<file path="src/rtl/pcs_sync_if.sv">
// Receive-side code-group bus between the deserializer, the PCS sync block and the receive FSM.
// The master side feeds raw code-groups in and takes the qualified stream out; the slave is pcs_sync.
interface pcs_sync_if;
  logic       signal_detect;
  logic [9:0] rx_code_group;
  logic [9:0] SUDI;
  logic       rx_even;
  logic       code_sync_status;

  modport master (
    output signal_detect, rx_code_group,
    input  SUDI, rx_even, code_sync_status
  );

  modport slave (
    input  signal_detect, rx_code_group,
    output SUDI, rx_even, code_sync_status
  );
endinterface

</file>
<file path="src/rtl/pcs_sync.sv">
// 1000BASE-X PCS code-group synchronization: comma alignment, even/odd tracking and
// loss-of-sync hysteresis, with registered SUDI / rx_even / code_sync_status outputs.
module pcs_sync #(
  parameter int unsigned ACQ_COMMAS   = 3,
  parameter int unsigned GOOD_CGS_MAX = 3,
  parameter int unsigned BAD_LEVELS   = 4
) (
  input logic       GTX_CLK,
  input logic       mr_main_reset,
  pcs_sync_if.slave rx
);

  localparam int AW = $clog2(ACQ_COMMAS + 1);
  localparam int GW = $clog2(GOOD_CGS_MAX + 1);
  localparam int LW = $clog2(BAD_LEVELS + 1);

  localparam logic [AW-1:0] ACQ_LAST  = AW'(ACQ_COMMAS);
  localparam logic [GW-1:0] GOOD_LAST = GW'(GOOD_CGS_MAX);
  localparam logic [LW-1:0] LVL_LAST  = LW'(BAD_LEVELS);
  localparam logic [LW-1:0] LVL_ONE   = LW'(1);

  // Code-groups stored as {abcdei, fghj}; _N / _P are the RD- / RD+ encodings.
  localparam logic [9:0] K28_5_N = 10'h0FA, K28_5_P = 10'h305;
  localparam logic [9:0] K23_7_N = 10'h3A8, K23_7_P = 10'h057;
  localparam logic [9:0] K27_7_N = 10'h368, K27_7_P = 10'h097;
  localparam logic [9:0] K29_7_N = 10'h2E8, K29_7_P = 10'h117;
  localparam logic [9:0] D0_0_N  = 10'h274, D0_0_P  = 10'h18B;
  localparam logic [9:0] D1_0_N  = 10'h1D4, D1_0_P  = 10'h22B;
  localparam logic [9:0] D2_0_N  = 10'h2D4, D2_0_P  = 10'h12B;
  localparam logic [9:0] D3_0_N  = 10'h31B, D3_0_P  = 10'h314;
  localparam logic [9:0] D4_0_N  = 10'h354, D4_0_P  = 10'h0AB;
  localparam logic [9:0] D5_0_N  = 10'h29B, D5_0_P  = 10'h294;
  localparam logic [9:0] D6_0_N  = 10'h19B, D6_0_P  = 10'h194;
  localparam logic [9:0] D7_0_N  = 10'h38B, D7_0_P  = 10'h074;
  localparam logic [9:0] D5_6    = 10'h296;
  localparam logic [9:0] D16_2_N = 10'h1B5, D16_2_P = 10'h245;

  typedef enum logic [1:0] {
    LOSS_OF_SYNC,
    COMMA_DETECT,
    ACQUIRE_SYNC,
    SYNC_ACQUIRED
  } state_t;

  state_t        state, state_n;
  logic [AW-1:0] acq_cnt, acq_cnt_n;
  logic [LW-1:0] level, level_n;
  logic [GW-1:0] good_cgs, good_cgs_n;
  logic          even_q, even_n;
  logic [9:0]    sudi_q;
  logic          status_q;

  logic valid, is_k, comma, data, cgbad;

  // NOTE: every always_comb output gets a default first so no path can infer a latch.
  always_comb begin
    valid = 1'b1;
    is_k  = 1'b0;
    unique case (rx.rx_code_group)
      K28_5_N, K28_5_P, K23_7_N, K23_7_P,
      K27_7_N, K27_7_P, K29_7_N, K29_7_P: is_k = 1'b1;
      D0_0_N, D0_0_P, D1_0_N, D1_0_P, D2_0_N, D2_0_P, D3_0_N, D3_0_P,
      D4_0_N, D4_0_P, D5_0_N, D5_0_P, D6_0_N, D6_0_P, D7_0_N, D7_0_P,
      D5_6, D16_2_N, D16_2_P:             valid = 1'b1;
      default:                            valid = 1'b0;
    endcase
  end

  assign comma = (rx.rx_code_group == K28_5_N) || (rx.rx_code_group == K28_5_P);
  assign data  = valid && !is_k;
  // The toggled phase is ~even_q, so a comma is misaligned when even_q is currently 1.
  assign cgbad = !valid || (comma && even_q);

  always_comb begin
    state_n    = state;
    acq_cnt_n  = acq_cnt;
    level_n    = level;
    good_cgs_n = good_cgs;
    even_n     = ~even_q;
    if (!rx.signal_detect) begin
      state_n = LOSS_OF_SYNC;
    end else begin
      unique case (state)
        LOSS_OF_SYNC: if (comma) begin
          state_n   = COMMA_DETECT;
          acq_cnt_n = AW'(1);
          even_n    = 1'b1;
        end
        COMMA_DETECT: if (!data) begin
          state_n = LOSS_OF_SYNC;
        end else if (acq_cnt == ACQ_LAST) begin
          state_n    = SYNC_ACQUIRED;
          level_n    = LVL_ONE;
          good_cgs_n = '0;
        end else begin
          state_n = ACQUIRE_SYNC;
        end
        ACQUIRE_SYNC: if (comma && !even_q) begin
          state_n   = COMMA_DETECT;
          acq_cnt_n = acq_cnt + 1'b1;
        end else if (cgbad) begin
          state_n = LOSS_OF_SYNC;
        end
        SYNC_ACQUIRED: if (cgbad) begin
          // A bad code-group overrides any recovery the good counter would make this cycle.
          if (level == LVL_LAST) begin
            state_n = LOSS_OF_SYNC;
          end else begin
            level_n    = level + 1'b1;
            good_cgs_n = '0;
          end
        end else if (level != LVL_ONE) begin
          if ((good_cgs + 1'b1) == GOOD_LAST) begin
            level_n    = level - 1'b1;
            good_cgs_n = '0;
          end else begin
            good_cgs_n = good_cgs + 1'b1;
          end
        end
        default: state_n = LOSS_OF_SYNC;
      endcase
    end
  end

  // NOTE: state registers use non-blocking assignments so every flop samples pre-edge values.
  always_ff @(posedge GTX_CLK or negedge mr_main_reset) begin
    if (!mr_main_reset) begin
      state    <= LOSS_OF_SYNC;
      acq_cnt  <= '0;
      level    <= LVL_ONE;
      good_cgs <= '0;
      even_q   <= 1'b0;
      sudi_q   <= '0;
      status_q <= 1'b0;
    end else begin
      state    <= state_n;
      acq_cnt  <= acq_cnt_n;
      level    <= level_n;
      good_cgs <= good_cgs_n;
      even_q   <= even_n;
      sudi_q   <= rx.rx_code_group;
      status_q <= (state_n == SYNC_ACQUIRED);
    end
  end

  assign rx.SUDI             = sudi_q;
  assign rx.rx_even          = even_q;
  assign rx.code_sync_status = status_q;

endmodule
</file>
<file path="src/flat_wrapper.sv">
// flat-port wrapper written by rule: the top's interface ports become plain ports
module pcs_sync_flat 
#(
  parameter int unsigned ACQ_COMMAS   = 3,
  parameter int unsigned GOOD_CGS_MAX = 3,
  parameter int unsigned BAD_LEVELS   = 4
)
  (GTX_CLK, mr_main_reset, rx_signal_detect, rx_rx_code_group, rx_SUDI, rx_rx_even, rx_code_sync_status);
  pcs_sync_if rx_i ();
  input logic GTX_CLK;
  input logic mr_main_reset;
  input wire logic [$bits(rx_i.signal_detect)-1:0] rx_signal_detect;
  input wire logic [$bits(rx_i.rx_code_group)-1:0] rx_rx_code_group;
  output wire logic [$bits(rx_i.SUDI)-1:0] rx_SUDI;
  output wire logic [$bits(rx_i.rx_even)-1:0] rx_rx_even;
  output wire logic [$bits(rx_i.code_sync_status)-1:0] rx_code_sync_status;
  assign rx_i.signal_detect = rx_signal_detect;
  assign rx_i.rx_code_group = rx_rx_code_group;
  assign rx_SUDI = rx_i.SUDI;
  assign rx_rx_even = rx_i.rx_even;
  assign rx_code_sync_status = rx_i.code_sync_status;
  pcs_sync #(.ACQ_COMMAS(ACQ_COMMAS), .GOOD_CGS_MAX(GOOD_CGS_MAX), .BAD_LEVELS(BAD_LEVELS)) u_core (.GTX_CLK(GTX_CLK), .mr_main_reset(mr_main_reset), .rx(rx_i));
endmodule
</file>
<file path="config.mk">
export PLATFORM = sky130hd
export DESIGN_NAME = pcs_sync_flat
export DESIGN_NICKNAME = d
export VERILOG_FILES = /design/src/rtl/pcs_sync_if.sv /design/src/rtl/pcs_sync.sv /design/src/flat_wrapper.sv
export SDC_FILE = /design/constraint.sdc
export NUM_CORES = 1
export LEC_CHECK = 0
export ABC_AREA = 1
export CORE_MARGIN = 2
export CORE_UTILIZATION = 53
export DETAILED_ROUTE_END_ITERATION = 10
export PLACE_DENSITY = 0.79
export SLEW_MARGIN = 20
export SYNTH_ARGS = -nofsm -noshare
export SYNTH_HDL_FRONTEND = slang
export SYNTH_SLANG_ARGS = --single-unit
</file>
<file path="constraint.sdc">
create_clock -name GTX_CLK -period 1.7 [get_ports GTX_CLK]
set_clock_uncertainty 0.1 [all_clocks]
set_input_delay 0.34 -clock GTX_CLK [delete_from_list [all_inputs] [get_ports GTX_CLK]]
set_output_delay 0.34 -clock GTX_CLK [all_outputs]
set_load 0.005 [all_outputs]
</file>
Word-level counts from Yosys, hierarchy flattened

Index checks and enable logic that the tools add are counted.

Equal/unequal tests: 42
Reductions and logical operators: 16
Add/sub/neg operators: 4
Bitwise gates (word level): 1
Multiplexer cells: 31

Operators with widths:

| kind                   | number |
|---|---|
| $eq A10 B10 Y1 const B | 15 |
| $eq A10 B9 Y1 const B  | 7 |
| $eq A10 B8 Y1 const B  | 3 |
| $mux W2                | 15 |
| $reduce_or A27 Y1      | 1 |
| $eq A10 B7 Y1 const B  | 2 |
| $mux W3                | 6 |
| $eq A2 B2 Y1 const B   | 5 |
| $ne A3 B1 Y1 const B   | 3 |
| $ne A2 B1 Y1 const B   | 4 |
| $pmux W2 S2            | 2 |
| $pmux W2 S4            | 1 |
| $reduce_or A8 Y1       | 1 |
| $reduce_and A7 Y1      | 1 |
| $mux W1                | 6 |
| $pmux W3 S2            | 1 |
| $reduce_and A6 Y1      | 1 |
| $add A2 B1 Y2 const B  | 2 |
| $reduce_and A4 Y1      | 1 |
| $reduce_bool A2 Y1     | 2 |
| $add A3 B1 Y3 const B  | 1 |
| $eq A3 B3 Y1 const B   | 1 |
| $logic_and A1 B1 Y1    | 3 |
| $logic_not A1 Y1       | 3 |
| 6 further kinds        | 7 |

Bits of input ports: 13
Register bits: 21
Output and inout port bits: 12
Word-level logic and storage cells: 101

Depth between registers and ports, before layout

Depth after elaboration: 10
Mapped depth: 15
Depth with buffers taken out: 15

Least setup slack after synthesis

No wires, ideal clock.

Path type: input to register
From: input port rx_rx_code_group[3]
To: register u_core.level[2]
Path buffers: 0
Arrival: 1.407 ns
Cell stages on the path: 14
Setup time: 0.116 ns
Required time: 1.484 ns
Setup slack: 0.076 ns
Path through: inv_1 -> nand2_2 -> nor2_2 -> nand2_1 -> nand2_1 -> nand2_1 -> nand2_1 -> nor2_4 -> nand3_4 -> nand2_2 -> nand2_2 -> nand4_1 -> nand2_1 -> nand2_1

Longest elaborated chain between the ends: 7
Elaborated cells between the ends (all ways): 44
Classes of those cells: eq/ne: 31; mux: 4; reduce/logical: 9

RTL lines:

| element                                                                       | line                           | text |
|---|---|---|
| start, declared                                                               | flat_wrapper.sv:13             | `input wire logic [$bits(rx_i.rx_code_group)-1:0] rx_rx_code_group;` |
| $eq A10 B10 Y1 (tied with other cells)                                        | pcs_sync.sv:59                 | `unique case (rx.rx_code_group)` |
| $reduce_or A27 Y1 (no source line) / $reduce_or A8 Y1 (equally long branches) | --                             |  |
| $mux W1                                                                       | pcs_sync.sv:59                 |  |
| $logic_not A1 Y1 (on tied branches)                                           | pcs_sync.sv:72, pcs_sync.sv:70 |  |
| $logic_or A1 B1 Y1 / $logic_and A1 B1 Y1 (equally long branches)              | pcs_sync.sv:72, pcs_sync.sv:70 |  |
| $ne A3 B1 Y1 (no source line) (tied with other cells)                         | --                             |  |
| $reduce_and A7 Y1 (no source line) / $pmux W3 S2 (equally long branches)      | --                             |  |
| end signal, assigned                                                          | pcs_sync.sv:138                | `level <= level_n;` |
| end, declared                                                                 | pcs_sync.sv:47                 | `logic [LW-1:0] level, level_n;` |

Parallel ways exist; a longest one is shown, timed or not.
A chain may end at the register's enable or synchronous reset.

Worst setup path after layout

From: input port rx_rx_code_group[2]
To: register u_core.level[1]

Same word-level chain as after synthesis.

==> results.sh <==
export IMPL_grt_max_degree=22
export IMPL_wl_um=3860
export IMPL_vias_per_cell=5.25
export IMPL_yosysUniqueCellTypes=24
export IMPL_synth_nets=248
export IMPL_worstHoldPathType="in -> reg"
export IMPL_overflow=0
export IMPL_total_power_mw=0.965
export IMPL_slowest_delay_ps=140
export IMPL_holdPathEnd="u_core.rx.SUDI[8]$_DFF_PN0_"
export IMPL_ant_nets=0
export IMPL_slew_headroom_pct=82.5
export IMPL_cts_root_buf="clkbuf_4"
export IMPL_drt_iter0_drc=51
export IMPL_grt_first_pass_wirelength_um=6230
export IMPL_wl_met1_um=1690
export IMPL_rrSetupSlack_ps=140
export IMPL_drt_first_pass_iters=4
export IMPL_synth_top_cell_by_area="dfrtp_1"
export IMPL_cts_buffers=3
export IMPL_dieArea_sq_um=3320
export IMPL_dp_hpwl_um=2690
export IMPL_leakagePower_nw=1.05
export IMPL_yosysWarningCount=0
export IMPL_pre_cts_ws_ps=-674
export IMPL_drc_errors=0
export IMPL_setup_viol=0
export IMPL_startpoint_type="primary input"
export IMPL_period_needed_ps=1650
export IMPL_drive_above_1_share_pct=31.6
export IMPL_outcome="complete, no violations"
export IMPL_nets=291
export IMPL_wire_per_inst_um=12.7
export IMPL_synth_seq_cells=21
export IMPL_tritoncts="done"
export IMPL_grt_pass1_vias=1452
export IMPL_crit_path_end_kind="flip-flop"
export IMPL_maxSlewViolCount=0
export IMPL_min_path_cells=1
export IMPL_cp_arrival_ps=1760
export IMPL_synth_area_leaders="dfrtp_1 33%, nand2_1 18%, nor2_1 8.6%, nand3_1 7.9%, inv_1 7.4%"
export IMPL_fmax_mhz=607
export IMPL_area_growth_pct=34.6
export IMPL_wl_met3_um=293
export IMPL_crit_required_ps=1810
export IMPL_worst_r2r_endpoint="u_core.level[1]$_DFFE_PN0P_"
export IMPL_dr_total_vias=1590
export IMPL_gp_congestion=0.911
export IMPL_criticalPathCategory="in -> reg"
export IMPL_avgSynthCellArea_sq_um=6.63
export IMPL_final_hold_violation_count=0
export IMPL_maxUsedRoutingLayer="met4"
export IMPL_pin_count=25
export IMPL_maxCapViolations=0
export IMPL_cp_cell_sequence="clkbuf_4 -> inv_2 -> nand2_4 -> nor2_4 -> nand2_1 -> nand2_1 -> nand2_1 -> nand2_2 -> nor2_4 -> nand3_4 -> nand2_4 -> nand2_4 -> nand4_1 -> nand2_1 -> nand2_1"
export IMPL_path_common_cell="nand2_1"
export IMPL_fin_ws_ps=51.4
export IMPL_cp_slowest_cell="clkbuf_4"
export IMPL_die_w_um=57.6
export IMPL_antenna_found_initial=0
export IMPL_grt_usage_pct=23.5
export IMPL_r2r_worst_path_cells=8
export IMPL_insertion_delay_ps=300
export IMPL_start_util_pct=55.7
export IMPL_crit_fanout=6
export IMPL_synth_cells=230
export IMPL_rows=19
export IMPL_min_from="rx_rx_code_group[8]"
export IMPL_yosysTopAreaCellShare_pct=32.8
export IMPL_vdd_drop_max_mv=0.457
export IMPL_period_share_pct=97.0
export IMPL_die_height_um=57.6
export IMPL_r2r_start="u_core.level[0]$_DFFE_PN1P_"
export IMPL_tightest_slew_ps=263
export IMPL_cts_sink_count=21
export IMPL_clkTransAtPathRegs_ps=130
export IMPL_clockBufferDepth=2
export IMPL_pwr_density_cell_nw_per_um2=470
export IMPL_wl_met2_um=1830
export IMPL_core_area_sq_um=2730
export IMPL_htreeDepth=1
export IMPL_diodes=0
export IMPL_yosysSeqAreaShare_pct=34.6
export IMPL_synth_area_sq_um=1520
export IMPL_port_buffers=24
[state kept, by name, indices dropped and copies added, names as in the netlist]
register and cells:
u_core.rx.SUDI 10, u_core.level 3, u_core.acq_cnt 2, u_core.good_cgs 2, u_core.state 2, u_core.rx.code_sync_status 1, u_core.rx.rx_even 1
[critical path, delay by kind of cell]
kind                   cells  cell delay [ps]
and+or+nand+nor           13             1160
buffers and inverters      2              230
[stage by stage]
step / instance area [sq um] / cells / TNS [ps] / utilization, % / hold slack [ps]
floorplan: 1520 / 230 / 0 / - / -55.6
global placement: 1890 / 297 / -6390 / 69.2 / 376
detailed placement: 1890 / 297 / -6460 / 69.2 / 385
CTS: 2030 / 301 / -0.709 / 74.1 / 182
global route: 2050 / 303 / -197 / 75.0 / 86.8
finish: 2050 / 303 / 0 / 75.0 / 91.9
[synth_stat cells]
cell type / instances
nor2_2: 3
o211a_1: 1
clkinv_1: 2
or2_1: 1
inv_2: 2
ha_1: 5
dfrtp_1: 20
a21oi_1: 4
nand3_4: 2
nor3b_1: 1
dfstp_2: 1
nand3_1: 24
nand2_2: 5
nor2_4: 4
xnor2_1: 2
nand2_1: 73
nor2_1: 35
o21ai_0: 4
nand2_4: 1
nand4_1: 3
inv_1: 30
nand3_2: 1
o21ai_1: 3
nor3_1: 3
[layout make-up]
cell class,count,area [sq um]
multi-input cells,175,1020
fillers,226,683
flip-flops and latches,21,527
repair buffers,38,308
inverters,34,131
well taps,31,38.8
clock buffers,3,22.5
clock inverters,1,5.00
[power by group]
group          internal, mW  total (mW)  switching [mW]
Sequential            0.512       0.516         0.00411
Combinational        0.0819       0.203           0.121
Clock                0.0876       0.246           0.158
Total                 0.682       0.965           0.283
[repair_timing]
item / 4_1_cts / 5_1_grt
setup buffers: 0 / 2
endpoints found under the hold margin: 0 / 0
resized for setup: 62 / 37
hold buffers: 0 / 0
cloned: 0 / 0
setup endpoints to repair: 10 / 10
pin swaps: 10 / 16
[worst max path at each step]
stage | depth (start not counted) | slack, ps | from | endpoint
2_1_floorplan | 14 | 80 | rx_rx_code_group[3] | u_core.level[2]$_DFFE_PN0P_
3_3_place_gp | 16 | -670 | rx_rx_code_group[2] | u_core.rx.code_sync_status$_DFF_PN0_
3_5_place_dp | 16 | -670 | rx_rx_code_group[5] | u_core.rx.code_sync_status$_DFF_PN0_
4_1_cts | 15 | -0.7 | rx_rx_code_group[9] | u_core.rx.code_sync_status$_DFF_PN0_
5_1_grt | 15 | -50 | rx_rx_code_group[2] | u_core.level[1]$_DFFE_PN0P_
6_report | 15 | 50 | rx_rx_code_group[2] | u_core.level[1]$_DFFE_PN0P_
[cells in the final DEF, fill, tap and decap left out, drive strengths merged]
master,synthesis,final
nand2,79,79
nor2,42,42
inv,32,32
nand3,27,27
dfrtp,20,20
buf,0,19
clkdlybuf4s50,0,13
clkbuf,0,8
o21ai,7,7
ha,5,5
a21oi,4,4
nor3,3,3
nand4,3,3
clkinv,2,3
xnor2,2,2
or2,1,1
nor3b,1,1
o211a,1,1
dlygate4sd2,0,1
dfstp,1,1
[metal layers]
layer	vias to the layer above	global-route usage, %
li1	798	-
met1	722	32.8
met2	62	38.8
met3	8	2.90
met4	0	6.31
met5	-	0
[cells by family after synthesis]
logic type / count (synthesis) / synth area share (%)
fa+ha+maj: 5 / 4.11
flops: 21 / 34.6
compound gates: 12 / 4.27
xor+xnor: 2 / 1.15
simple gates: 156 / 47.5
buf+inv: 34 / 8.37
Note: power is estimated with default switching activity, not from simulation.
